File: src/rtl/lfsr_gen_if.sv
// lfsr_gen_if: control and observation bundle for lfsr_gen.
//   master : drives en/mode/load/load_val, observes the generator outputs
//   slave  : the generator itself
//   en, mode, load, load_val   step enable, 0=Fibonacci/1=Galois, seed load, seed value
//   out, bit_out               current state and its MSB
//   wrap, lockup               1-cycle pulses: returned to start / zero load rejected
//   period, period_valid       length of last completed cycle, and whether it is measured
interface lfsr_gen_if #(
    parameter int WIDTH = 32,
    parameter int CNT_W = 32
);
    logic             en;
    logic             mode;
    logic             load;
    logic [WIDTH-1:0] load_val;
    logic [WIDTH-1:0] out;
    logic             bit_out;
    logic             wrap;
    logic [CNT_W-1:0] period;
    logic             period_valid;
    logic             lockup;

    modport master (
        output en, mode, load, load_val,
        input  out, bit_out, wrap, period, period_valid, lockup
    );

    modport slave (
        input  en, mode, load, load_val,
        output out, bit_out, wrap, period, period_valid, lockup
    );
endinterface

File: src/rtl/lfsr_gen.sv
// lfsr_gen: WIDTH-bit LFSR with runtime Fibonacci/Galois selection, step enable,
// seed load with zero-lock protection and a period monitor.
//   clk, rst : clock, synchronous active-high reset
//   bus      : lfsr_gen_if.slave (controls in, state/flags/period out, all registered)
module lfsr_gen #(
    parameter int               WIDTH = 32,
    parameter logic [WIDTH-1:0] TAPS  = WIDTH'(32'h80200003),
    parameter logic [WIDTH-1:0] SEED  = WIDTH'(32'h00000001),
    parameter int               CNT_W = 32
) (
    input  logic      clk,
    input  logic      rst,
    lfsr_gen_if.slave bus
);
    // Galois feedback mask: term x^(i+1) of TAPS acts on bit i+1 after the shift,
    // and the constant term always feeds bit 0.
    localparam logic [WIDTH-1:0] GMASK = {TAPS[WIDTH-2:0], 1'b1};

    logic [WIDTH-1:0] state;
    logic [WIDTH-1:0] start;
    logic [CNT_W-1:0] step_cnt;
    logic [CNT_W-1:0] period;
    logic             period_valid;
    logic             wrap;
    logic             lockup;

    logic [WIDTH-1:0] fib_next;
    logic [WIDTH-1:0] gal_next;
    logic [WIDTH-1:0] next;
    logic [CNT_W-1:0] cnt_inc;

    always_comb begin
        fib_next = {state[WIDTH-2:0], ^(state & TAPS)};
        gal_next = {state[WIDTH-2:0], 1'b0} ^ (state[WIDTH-1] ? GMASK : '0);
        next     = bus.mode ? gal_next : fib_next;
        // step count + 1, sticking at all-ones instead of wrapping
        cnt_inc  = (&step_cnt) ? step_cnt : step_cnt + CNT_W'(1);
    end

    always_ff @(posedge clk) begin
        if (rst) begin
            state        <= SEED;
            start        <= SEED;
            step_cnt     <= '0;
            period       <= '0;
            period_valid <= 1'b0;
            wrap         <= 1'b0;
            lockup       <= 1'b0;
        end else if (bus.load) begin
            // an all-zero state would never leave zero, so fall back to SEED and flag it
            state        <= (bus.load_val == '0) ? SEED : bus.load_val;
            start        <= (bus.load_val == '0) ? SEED : bus.load_val;
            step_cnt     <= '0;
            period_valid <= 1'b0;
            wrap         <= 1'b0;
            lockup       <= (bus.load_val == '0);
        end else if (bus.en) begin
            state  <= next;
            lockup <= 1'b0;
            if (next == start) begin
                wrap         <= 1'b1;
                period       <= cnt_inc;
                period_valid <= 1'b1;
                step_cnt     <= '0;
            end else begin
                wrap     <= 1'b0;
                step_cnt <= cnt_inc;
            end
        end else begin
            wrap   <= 1'b0;
            lockup <= 1'b0;
        end
    end

    assign bus.out          = state;
    assign bus.bit_out      = state[WIDTH-1];
    assign bus.wrap         = wrap;
    assign bus.period       = period;
    assign bus.period_valid = period_valid;
    assign bus.lockup       = lockup;
endmodule
File: src/flat_wrapper.sv
// flat-port wrapper written by rule: the top's interface ports become plain ports
module lfsr_gen_flat 
#(
    parameter int               WIDTH = 32,
    parameter logic [WIDTH-1:0] TAPS  = WIDTH'(32'h80200003),
    parameter logic [WIDTH-1:0] SEED  = WIDTH'(32'h00000001),
    parameter int               CNT_W = 32
)
  (clk, rst, bus_en, bus_mode, bus_load, bus_load_val, bus_out, bus_bit_out, bus_wrap, bus_period, bus_period_valid, bus_lockup);
  lfsr_gen_if #(.WIDTH(WIDTH), .CNT_W(CNT_W)) bus_i ();
  input  logic clk;
  input  logic rst;
  input wire logic [$bits(bus_i.en)-1:0] bus_en;
  input wire logic [$bits(bus_i.mode)-1:0] bus_mode;
  input wire logic [$bits(bus_i.load)-1:0] bus_load;
  input wire logic [$bits(bus_i.load_val)-1:0] bus_load_val;
  output wire logic [$bits(bus_i.out)-1:0] bus_out;
  output wire logic [$bits(bus_i.bit_out)-1:0] bus_bit_out;
  output wire logic [$bits(bus_i.wrap)-1:0] bus_wrap;
  output wire logic [$bits(bus_i.period)-1:0] bus_period;
  output wire logic [$bits(bus_i.period_valid)-1:0] bus_period_valid;
  output wire logic [$bits(bus_i.lockup)-1:0] bus_lockup;
  assign bus_i.en = bus_en;
  assign bus_i.mode = bus_mode;
  assign bus_i.load = bus_load;
  assign bus_i.load_val = bus_load_val;
  assign bus_out = bus_i.out;
  assign bus_bit_out = bus_i.bit_out;
  assign bus_wrap = bus_i.wrap;
  assign bus_period = bus_i.period;
  assign bus_period_valid = bus_i.period_valid;
  assign bus_lockup = bus_i.lockup;
  lfsr_gen #(.WIDTH(WIDTH), .TAPS(TAPS), .SEED(SEED), .CNT_W(CNT_W)) u_core (.clk(clk), .rst(rst), .bus(bus_i));
endmodule
File: config.mk
export PLATFORM = sky130hd
export DESIGN_NAME = lfsr_gen_flat
export DESIGN_NICKNAME = d
export VERILOG_FILES = /design/src/rtl/lfsr_gen_if.sv /design/src/rtl/lfsr_gen.sv /design/src/flat_wrapper.sv
export SDC_FILE = /design/constraint.sdc
export NUM_CORES = 1
export LEC_CHECK = 0
export CORE_MARGIN = 2
export CORE_UTILIZATION = 41
export CTS_CLUSTER_SIZE = 14
export DETAILED_ROUTE_END_ITERATION = 12
export PLACE_DENSITY = 0.64
export SYNTH_ARGS = -nofsm -noshare
export SYNTH_HDL_FRONTEND = slang
export SYNTH_SLANG_ARGS = --single-unit
export TNS_END_PERCENT = 10
File: constraint.sdc
create_clock -name clk -period 3 [get_ports clk]
set_input_delay 0.6 -clock clk [delete_from_list [all_inputs] [get_ports clk]]
set_output_delay 0.6 -clock clk [all_outputs]
set_load 0.05 [all_outputs]
==> impl_metrics.py <==
metrics = {
    "run_status": {
        "outcome": "finished clean",
    },
    "global_routing": {
        "grt.overflow.total": 0,
        "antenna_found_initial": 0,
        "grt_max_degree": 51,
        "grt_use_total_pct": 23.2,
        "grt_pass1_wl_um": 30200,
        "grt_pass1_vias": 5794,
    },
    "min_path": {
        "min_to": "u_core.bus.period_valid$_SDFFE_PP0P_",
        "worstHoldPathCells": 2,
        "hold_start": "u_core.bus.period_valid$_SDFFE_PP0P_",
        "hold_class": "reg -> reg",
    },
    "worst_setup_path": {
        "start_kind": "primary input",
        "crit_type": "in -> reg",
        "crit_path_end_kind": "flip-flop",
        "arrival_ns": 2.90,
        "reg2reg_slack_ns": 0.43,
        "rr_startpoint": "u_core.step_cnt[10]$_SDFFE_PP0P_",
        "cp_num_buf_inv": 2,
        "crit_chain": "clkdlybuf4s50_1, nand2_1, or4_1, a211oi_2, and4_1, buf_12, nor2_1, a311oi_1",
        "worst_r2r_endpoint": "u_core.bus.period[31]$_SDFFE_PP0P_",
        "crit_family": "simple AND/OR/NAND/NOR gates",
        "cpMaxStageDelayCell": "clkdlybuf4s50_1",
        "cp_max_fo": 29,
        "r2r_cells": 6,
        "slowest_delay_ns": 0.55,
        "cp.required_ns": 3.31,
    },
    "power": {
        "pwr-share-comb_pct": 11.8,
        "p_per_area_nw_per_um2": 533,
        "seqPwrFrac_pct": 42.2,
        "p_sw_mw": 1.13,
        "internal_power_mw": 3.26,
        "p_sw_share_pct": 25.6,
        "p_leak_nw": 3.01,
        "total_power_mw": 4.39,
        "p_clk_share_pct": 46.0,
        "ir_drop_mv": 0.418,
    },
    "synth": {
        "ys_ff_latch": 131,
        "ys_async_sr_fraction_pct": 0,
        "syn_nets": 761,
        "yosysTopAreaCell": "dfxtp_1",
        "synth_top_family_by_area": "compound AO/OA/AOI/OAI gates",
        "synth-xor-area-share_pct": 7.31,
        "synth_compound_area_share_pct": 21.4,
        "synth_fa_ha_area_share_pct": 0.197,
        "synth.avg_cell_area_um2": 8.78,
        "yosysSeqAreaShare_pct": 41.3,
        "synth_top_flop_cell": "dfxtp_1",
        "muxShareOfSynthArea_pct": 5.99,
        "syn_area_um2": 6350,
        "synth_top_area_share_pct": 41.3,
        "ys_top_cells_by_count": "dfxtp_1 (131), nor2_1 (102), a21oi_1 (51), xnor2_1 (43), a22o_1 (41)",
        "synthCells": 723,
        "yosysWarnings": 0,
        "yosysUniqueCellTypes": 50,
        "synth.most_common_cell": "dfxtp_1",
        "synth_edf_count": 0,
        "ys_top_cells_by_area": "dfxtp_1 (41%), nor2_1 (6.0%), mux2i_1 (6.0%)",
        "yosys.area_share.simple_pct": 19.6,
    },
    "clocking": {
        "cts_setup_buffers": 0,
        "post_cts_resize_count": 0,
        "cts_num_sinks": 131,
        "cts_max_path_buffers": 2,
        "cts_tree": "done",
        "ctsHoldBuffers": 0,
        "cts_made_buffers": 17,
        "clk_latency_ns": 0.42,
        "cts.clk_slew.worst_paths_ns": 0.05,
        "root_buffer": "clkbuf_16",
        "htreeDepth": 4,
    },
    "sta": {
        "fmax_mhz": 387,
        "rsz0062_at_grt": "false",
        "relSlewSlack_pct": 37.4,
        "hold_viol_final": 0,
        "maxSlewViolCount": 0,
        "period_minus_slack_ns": 2.58,
        "setup_violations": 0,
        "timing.final.crit_share_pct": 86.1,
        "worst_slack_ns": 0.416,
        "fin_skew_ns": 0.00637,
        "worst_pin_slew_ns": 0.935,
    },
    "drt": {
        "drt.antenna.violating_nets": 0,
        "wl_per_cell_um": 18.5,
        "drtIter0Drc": 334,
        "drc_errors": 0,
        "via_per_inst": 5.73,
        "routed_wl_um": 19000,
        "drt_pre_antenna_iters": 7,
        "vias": 5885,
    },
    "die": {
        "die_width_um": 128,
        "initial_core_util_pct": 41.9,
        "io_pins": 105,
        "fp.dieH_um": 128,
        "dieArea_um2": 16500,
        "rows": 45,
        "coreArea_um2": 15100,
    },
    "cells_and_area": {
        "fin_nets": 864,
        "drive_gt1_share_pct": 8.82,
        "antenna_cells": 0,
        "syn_to_final_growth_pct": 29.8,
    },
    "placement": {
        "pre_cts_ws_ns": -0.0124,
        "port_buffers": 104,
        "gp_congestion": 0.873,
        "dpl.hpwl_um": 13600,
    },
    "run": {
        "drv_cap": 0,
    },
}
-- worst min-delay path, delay by kind of cell, from the launching register on --
| kind | cells | cell delay [ns] |
|---|---|---|
| flip-flops | 1 | 0.33 |
| AND/OR/NAND/NOR | 1 | 0.05 |
| AO/OA/AOI/OAI | 1 | 0.06 |
-- worst max path at each step --
stage                                     start                            endpoint  slack [ns]  cells after the start
2_1_floorplan   u_core.bus.out[31]$_SDFFE_PP0P_     u_core.step_cnt[1]$_SDFFE_PP0P_        0.33                      7
3_3_place_gp                           bus_mode     u_core.step_cnt[1]$_SDFFE_PP0P_        0.06                      7
3_5_place_dp                           bus_mode   u_core.bus.period[9]$_SDFFE_PP0P_       -0.01                      8
4_1_cts                                bus_mode   u_core.bus.period[9]$_SDFFE_PP0P_        0.43                      8
5_1_grt        u_core.step_cnt[10]$_SDFFE_PP0P_  u_core.bus.period[31]$_SDFFE_PP0P_        0.20                      6
6_report                               bus_mode   u_core.bus.period[9]$_SDFFE_PP0P_        0.42                      8
-- per-layer routing --
layer	part of all wire, %	wire length, µm	global-route usage (%)	up-vias
met2	50	9500	41.0	174
met1	43	8140	27.8	2825
met5	0	0	0	-
met4	2.1	404	9.05	0
met3	4.9	925	4.74	29
li1	-	-	-	2857
-- sequential cells by signal, indices dropped and copies added (netlist names) --
name,cells
u_core.bus.out,32
u_core.bus.period_valid,1
u_core.bus.period,32
u_core.step_cnt,32
u_core.bus.lockup,1
u_core.start,32
u_core.bus.wrap,1
-- cell families after synthesis --
kind of cell,Yosys count
adders and majority gates,1
and+or+nand+nor,247
DFF,131
muxes,38
buffers and inverters,59
xor gates and xnor gates,53
AOI/OAI and AO/OA,194
-- layout by cell type (no fill, tap or decap), types with 4 or more instances in the layout --
| cell type | instances |
|---|---|
| a21o_1 | 11 |
| a31oi_1 | 9 |
| xor2_1 | 10 |
| and4_1 | 6 |
| or3_1 | 12 |
| a22oi_1 | 6 |
| a22o_1 | 41 |
| o21bai_1 | 7 |
| clkdlybuf4s50_1 | 102 |
| nor2b_1 | 13 |
| nand2b_1 | 8 |
| buf_12 | 4 |
| and2_1 | 7 |
| nor3_1 | 11 |
| or4_1 | 4 |
| clkbuf_16 | 17 |
| dfxtp_1 | 131 |
| a311oi_1 | 4 |
| nor2_1 | 101 |
| nor4_1 | 13 |
| nand2_1 | 17 |
| o21ai_0 | 17 |
| a211oi_1 | 19 |
| mux2i_1 | 38 |
| o211ai_1 | 6 |
| o31ai_1 | 10 |
| nand3_1 | 16 |
| buf_4 | 27 |
| xnor2_1 | 43 |
| inv_1 | 8 |
| and3_1 | 8 |
| nand4_1 | 21 |
| a21oi_1 | 51 |
| clkinv_2 | 7 |
-- final cells by class --
cell class,instances,area [µm²]
inverters,8,30.0
repair buffers,135,1310
clock buffers,21,460
flip-flops and latches,131,2620
well taps,188,235
fillers,1349,6900
multi-input cells,533,3470
clock inverters,11,110
-- metrics by stage --
step	hold slack (ns)	cells	util, %	setup TNS [ns]	area (µm²)
2_1_floorplan	0.471	723	-	0	6350
3_3_place_gp	0.445	995	50.6	0	7670
3_5_place_dp	0.458	995	50.6	-0.0124	7670
4_1_cts	0.474	1027	54.4	0	8240
5_1_grt	0.493	1027	54.4	0	8240
6_report	0.474	1027	54.4	0	8240
-- power groups by stage --
stage / logic [mW] / registers (mW) / clock network, mW
after floorplan: 0.234 / 1.96 / 0
after global placement: 0.513 / 1.89 / 0
after detailed placement: 0.519 / 1.89 / 0
after CTS: 0.521 / 1.85 / 2.05
after global routing: 0.555 / 1.86 / 2.11
final: 0.519 / 1.85 / 2.02
Note: power is estimated with default switching activity, not from simulation.
